===== src/rtl/dac_sched_pkg.sv =====
// Shared types and constants for the two-channel DAC SPI scheduler.
package dac_sched_pkg;

  typedef enum logic [2:0] {
    S_IDLE,
    S_SETUP,
    S_SHIFT,
    S_HOLD,
    S_GAP
  } state_e;

  localparam int FRAME_W      = 16;
  localparam int DATA_W       = 12;
  localparam int SHIFT_CYCLES = 32;

  localparam logic CH_A = 1'b0;
  localparam logic CH_B = 1'b1;

endpackage


===== src/rtl/dac_spi_shifter.sv =====
// Frame shift register and SCK generator: SCK = ICLK/2, data advances on SCK fall.
module dac_spi_shifter
  import dac_sched_pkg::*;
(
  input  logic               clk_i,
  input  logic               rst_ni,
  input  logic               load_i,
  input  logic [FRAME_W-1:0] data_i,
  input  logic               go_i,
  output logic               sck_o,
  output logic               sdi_o,
  output logic               done_o
);

  localparam int CW = $clog2(SHIFT_CYCLES + 1);

  logic [FRAME_W-1:0] sreg_q;
  logic               sck_q;
  logic [CW-1:0]      cnt_q;

  // cnt_q counts SCK half-periods; it parks at SHIFT_CYCLES until the next load.
  assign done_o = (cnt_q == CW'(SHIFT_CYCLES));
  assign sck_o  = sck_q;
  assign sdi_o  = sreg_q[FRAME_W-1];

  always_ff @(posedge clk_i or negedge rst_ni) begin
    if (!rst_ni) begin
      sreg_q <= '0;
      sck_q  <= 1'b0;
      cnt_q  <= '0;
    end else if (load_i) begin
      sreg_q <= data_i;
      sck_q  <= 1'b0;
      cnt_q  <= '0;
    end else if (go_i && !done_o) begin
      sck_q <= ~sck_q;
      cnt_q <= cnt_q + CW'(1);
      if (sck_q) sreg_q <= {sreg_q[FRAME_W-2:0], 1'b0};
    end
  end

endmodule


===== src/rtl/dac_spi_sched.sv =====
// Round-robin two-channel scheduler driving a serial DAC (nCS/SCK/SDI).
// Optional nLDAC strobe generation enabled by DAC_SCHED_LDAC_EN.
module dac_spi_sched
  import dac_sched_pkg::*;
#(
  parameter int         DW         = 8,
  parameter logic [2:0] CMD        = 3'b111,
  parameter int         GAP_CYCLES = 2
) (
  input  logic          ICLK,
  input  logic          nRST,
  input  logic          REQ_A,
  input  logic          REQ_B,
  input  logic [DW-1:0] DAT_A,
  input  logic [DW-1:0] DAT_B,
  output logic          ACK_A,
  output logic          ACK_B,
  output logic          nCS,
  output logic          SCK,
  output logic          SDI,
  output logic          nLDAC,
  output logic          BUSY
);

  localparam int GW = $clog2(GAP_CYCLES + 1);

  state_e             state_q, state_d;
  logic               ncs_q, ncs_d;
  logic               ack_a_q, ack_a_d;
  logic               ack_b_q, ack_b_d;
  logic               last_q, last_d;
  logic [GW-1:0]      gap_q, gap_d;
  logic               win, load, go, done;
  logic [DW-1:0]      dat_win;
  logic [DATA_W-1:0]  field;
  logic [FRAME_W-1:0] frame;

  // On a tie the channel not served last wins; otherwise the lone requester.
  assign win     = (REQ_A && REQ_B) ? ~last_q : REQ_B;
  assign dat_win = (win == CH_B) ? DAT_B : DAT_A;
  assign field   = DATA_W'(dat_win) << (DATA_W - DW);
  assign frame   = {win, CMD, field};
  assign go      = (state_q == S_SETUP) || (state_q == S_SHIFT);

  always_comb begin
    state_d = state_q;
    ncs_d   = ncs_q;
    ack_a_d = 1'b0;
    ack_b_d = 1'b0;
    last_d  = last_q;
    gap_d   = gap_q;
    load    = 1'b0;
    unique case (state_q)
      S_IDLE: begin
        if (REQ_A || REQ_B) begin
          load    = 1'b1;
          ack_a_d = (win == CH_A);
          ack_b_d = (win == CH_B);
          last_d  = win;
          ncs_d   = 1'b0;
          state_d = S_SETUP;
        end
      end
      S_SETUP: state_d = S_SHIFT;
      S_SHIFT: if (done) state_d = S_HOLD;
      S_HOLD: begin
        ncs_d   = 1'b1;
        gap_d   = '0;
        state_d = S_GAP;
      end
      S_GAP: begin
        if (gap_q == GW'(GAP_CYCLES - 1)) state_d = S_IDLE;
        else gap_d = gap_q + GW'(1);
      end
      default: state_d = S_IDLE;
    endcase
  end

  always_ff @(posedge ICLK or negedge nRST) begin
    if (!nRST) begin
      state_q <= S_IDLE;
      ncs_q   <= 1'b1;
      ack_a_q <= 1'b0;
      ack_b_q <= 1'b0;
      last_q  <= CH_B;
      gap_q   <= '0;
    end else begin
      state_q <= state_d;
      ncs_q   <= ncs_d;
      ack_a_q <= ack_a_d;
      ack_b_q <= ack_b_d;
      last_q  <= last_d;
      gap_q   <= gap_d;
    end
  end

  dac_spi_shifter u_shifter (
    .clk_i  (ICLK),
    .rst_ni (nRST),
    .load_i (load),
    .data_i (frame),
    .go_i   (go),
    .sck_o  (SCK),
    .sdi_o  (SDI),
    .done_o (done)
  );

`ifdef DAC_SCHED_LDAC_EN
  logic nldac_q;

  // Low for the first two GAP cycles, registered so the pin is glitch-free.
  always_ff @(posedge ICLK or negedge nRST) begin
    if (!nRST) nldac_q <= 1'b1;
    else       nldac_q <= !((state_d == S_GAP) && (gap_d < GW'(2)));
  end

  assign nLDAC = nldac_q;
`else
  assign nLDAC = 1'b0;
`endif

  assign nCS   = ncs_q;
  assign ACK_A = ack_a_q;
  assign ACK_B = ack_b_q;
  assign BUSY  = (state_q != S_IDLE);

endmodule


===== config.mk =====
export PLATFORM = sky130hd
export DESIGN_NAME = dac_spi_sched
export DESIGN_NICKNAME = d
export VERILOG_FILES = /design/src/rtl/dac_sched_pkg.sv /design/src/rtl/dac_spi_shifter.sv /design/src/rtl/dac_spi_sched.sv
export SDC_FILE = /design/constraint.sdc
export NUM_CORES = 1
export LEC_CHECK = 0
export CAP_MARGIN = 20
export CORE_MARGIN = 1
export CORE_UTILIZATION = 31
export DETAILED_ROUTE_END_ITERATION = 10
export PLACE_DENSITY = 0.58
export SETUP_SLACK_MARGIN = 0.05
export SYNTH_ARGS = -nofsm -noshare
export SYNTH_HDL_FRONTEND = slang
export SYNTH_SLANG_ARGS = --single-unit

===== constraint.sdc =====
create_clock -name ICLK -period 4.6 [get_ports ICLK]
set_clock_uncertainty 0.15 [all_clocks]
set_input_delay 0.92 -clock ICLK [delete_from_list [all_inputs] [get_ports ICLK]]
set_output_delay 0.92 -clock ICLK [all_outputs]
set_load 0.02 [all_outputs]

==> summary.md <==
| Metric | Value |
|---|---|
| Cell taking the most area after synthesis | `dfrtp_1` |
| Share of layout cells above drive strength 1 | `9.938%` |
| Met2 Track Usage GR | `20.51%` |
| Placement Rows | `24` |
| Top cells by area in the synthesized netlist | `dfrtp_1, inv_1, a222oi_1, mux2i_1, mux2_4` |
| Chip Height | `70.72 um` |
| Core box area | `4444 um^2` |
| EDFF count, synth | `0` |
| Count of unique library cells instantiated by Yosys | `37` |
| Pin count of the biggest net entering global routing | `29` |
| TritonCTS clock tree | `done` |
| Worst Path Arrival | `1720 ps` |
| Max transition margin | `32.77%` |
| Die footprint | `5001 um^2` |
| DR vias/cell | `4.962` |
| Setup repair after global routing missed its margin | `no` |
| Hold violation total from the final report | `0` |
| Share of the clock period used by the worst path | `60.70%` |
| Met1 Track Usage GR | `16.52%` |
| Number of antenna violations at the first check in global routing | `0` |
| Leakage component of the power | `0.8410 nW` |
| Peak supply drop | `194.3 uV` |
| Fin crit period | `2792 ps` |
| Violation count after the first detailed-route iteration | `84` |
| Cts repair resizes | `0` |
| Sequential cell fraction of total power | `36.7%` |
| P_int | `760.6 uW` |
| Placed Area | `1739 um^2` |
| Dominant synthesized flop cell | `dfrtp_1` |
| Post-Syn Area | `1464 um^2` |
| Combinational cell fraction of total power | `47.4%` |
| Clock-pin slew reported for the worst setup and hold paths after clock tree synthesis | `90 ps` |
| Startpoint types | `register` |
| Final net count | `185` |
| Post-layout instance area | `1810 um^2` |
| Remaining DRCs | `5` |
| Top Ports | `27` |
| Count of fill cells added during filler insertion | `431` |
| Global routing's busiest layer | `met2` |
| Number of nets in the synthesized netlist | `162` |
| Count of final setup violators | `0` |
| Total chip power | `1.222 mW` |
| Gate count of the mapped netlist | `139` |
| Met3 demand-to-capacity share in global routing | `2.422%` |
| Internal reg-to-reg setup slack | `2440 ps` |
| HPWL after DPL | `2.123 mm` |
| Number of global-route vias before repair | `1112` |
| Hold buffers post-CTS | `0` |
| Total gr overflow | `0` |
| Max Clk Rate | `358.1 MHz` |
| Proportion of power drawn by the clock network | `15.9%` |
| Router iterations before antenna repair | `9` |
| Clk sinks | `28` |
| Count of antenna diodes in the layout | `0` |
| Non-Filler Instances | `213` |
| Worst setup path category | `register to primary output` |
| Sequential cell area | `703.2 um^2` |
| H-tree levels | `1` |
| Failing checks | `DRC` |
| Vias after detailed routing | `1057` |
| Net switching power figure | `461.2 uW` |
| Number of instances in the placed design | `209` |
| Worst min-delay path class | `register to register` |
| Final sum of negative setup slack | `0 ps` |
| Number of port buffers | `25` |
| Portion of synthesized cell area occupied by the leading cell type | `44.44%` |
| Power Density | `674.8 nW/um^2` |
| Required time worst endpoint | `3530 ps` |
| Drt wl/cell | `13.64 um` |
| Ys async rst share | `100.0%` |
| Total clock buffers created by CTS | `3` |
| Post-CTS setup buffer count | `0` |
| Synth Area per Inst | `10.53 um^2` |
| Max clock buf depth | `2` |
| Switching power share of the total | `37.74%` |
| Root Buffer | `clkbuf_8` |
| Area used by multi-input combinational logic | `638.1 um^2` |
| Type of destination of the critical path | `primary output` |
| Portion of the post-synthesis area used by sequential elements | `48.03%` |
| Width of the chip | `70.72 um` |
| Clock latency on the worst-skew pair | `270 ps` |
| Initial Util | `32.94%` |
| Pin slew with the least headroom to its limit | `1002 ps` |
| Critical path peak fanout | `8` |
| Layout Area Growth over Synthesis | `23.68%` |
| Number of max-cap violations | `0` |
| Result of the run | `complete, but fails checks` |
| Synthesis Warnings | `0` |
| Global routing usage summed across all routing layers | `12.81%` |
| Flop and latch count out of synthesis | `28` |
| Max-slew violation count | `0` |
| Global-route wire length before repair | `5.078 mm` |
| Total Wirelength | `2.905 mm` |
| Routability congestion estimate | `0.7520` |
| Number of antenna-violating nets in the routed design | `0` |
-- layer usage --
metal,vias up,wire (um)
li1,523,-
met1,510,1409
met2,19,1350
met3,5,86
met4,0,58
met5,-,0
-- cell usage in the layout (no fill, tap or decap), types with 2 or more instances in the layout --
cell type        instances
a21o_1                   3
ha_1                     3
clkbuf_8                 3
nand3_1                  8
xnor2_1                  4
inv_1                   20
dfrtp_1                 26
clkdlybuf4s50_1         25
a222oi_1                 7
nor3_1                   3
nand2b_1                 3
nand2_1                  7
a22o_1                   2
mux2_4                   4
mux2i_1                  6
o21ai_0                  3
dfstp_2                  2
a221oi_1                 2
and3_1                   2
nor3_2                   2
nor2_1                  11
-- flip-flops by register name, indices dropped and copies added (netlist names) --
register	count
u_shifter.sreg_q	12
u_shifter.cnt_q	6
state_q	3
gap_q	2
ACK_A	1
ACK_B	1
last_q	1
nCS	1
u_shifter.sck_o	1
-- per-stage QoR --
| step | hold slack, ps | setup slack [ps] | utilization (%) |
|---|---|---|---|
| floorplan | 300.1 | 2594 | - |
| global placement | 315.7 | 1639 | 39.13 |
| detailed placement | 332.6 | 1574 | 39.13 |
| CTS | 355.2 | 1788 | 40.74 |
| global route | 379.6 | 1692 | 40.74 |
| finish | 344.8 | 1808 | 40.74 |
-- logic make-up (layout without fill, tap and decap cells) --
kind of cell,Yosys count,count (layout),share of synthesized area [%]
buf+inv,28,50,8.376
other cells,1,1,0.2562
xor+xnor,5,5,4.274
flops,28,28,48.03
compound gates,25,25,15.13
simple gates,39,39,13.16
mux,10,10,8.205
fa+ha+maj,3,3,2.564
-- power groups by stage --
stage	combinational [mW]	sequential [mW]	clock, mW
after floorplan	0.479	0.421	0
after global placement	0.568	0.449	0
after detailed placement	0.588	0.454	0
after CTS	0.589	0.450	0.199
after global routing	0.650	0.466	0.207
final	0.579	0.448	0.194
-- final timing paths --
path	startpoint	endpoint	depth (start not counted)
max	state_q[0]	BUSY	3
min	u_shifter.sreg_q[4]	u_shifter.sreg_q[4]	1
max reg2reg	u_shifter.cnt_q[0]	u_shifter.sreg_q[8]	6
min reg2reg	u_shifter.sreg_q[4]	u_shifter.sreg_q[4]	1
max in group asynchronous	nRST	last_q	2
min in group asynchronous	nRST	u_shifter.cnt_q[1]	2
-- worst max-delay path, cell delays in order (launching register included) --
cell	delay, ps
dfrtp_1	530
nor3_2	300
inv_1	90
clkdlybuf4s50_1	540
-- synth_stat cells (2+ instances only) --
cell type and count:
a21o_1 3, a221oi_1 2, a222oi_1 7, a22o_1 2, and3_1 2, buf_2 2, buf_4 2, clkbuf_1 2
dfrtp_1 26, dfstp_2 2, ha_1 3, inv_1 20, mux2_4 4, mux2i_1 6, nand2_1 7, nand2b_1 3
nand3_1 8, nor2_1 11, nor3_1 3, nor3_2 2, o21ai_0 3, xnor2_1 4
-- area by class of cell --
class	instances	share of cell area [%]
clock buffer	3	2.281
clock inverter	1	1.659
inverter	20	4.147
multi-input combinational	83	35.25
sequential	28	38.84
tap	52	3.594
timing repair buffer	26	14.24
(Power assumes the default switching activity.)
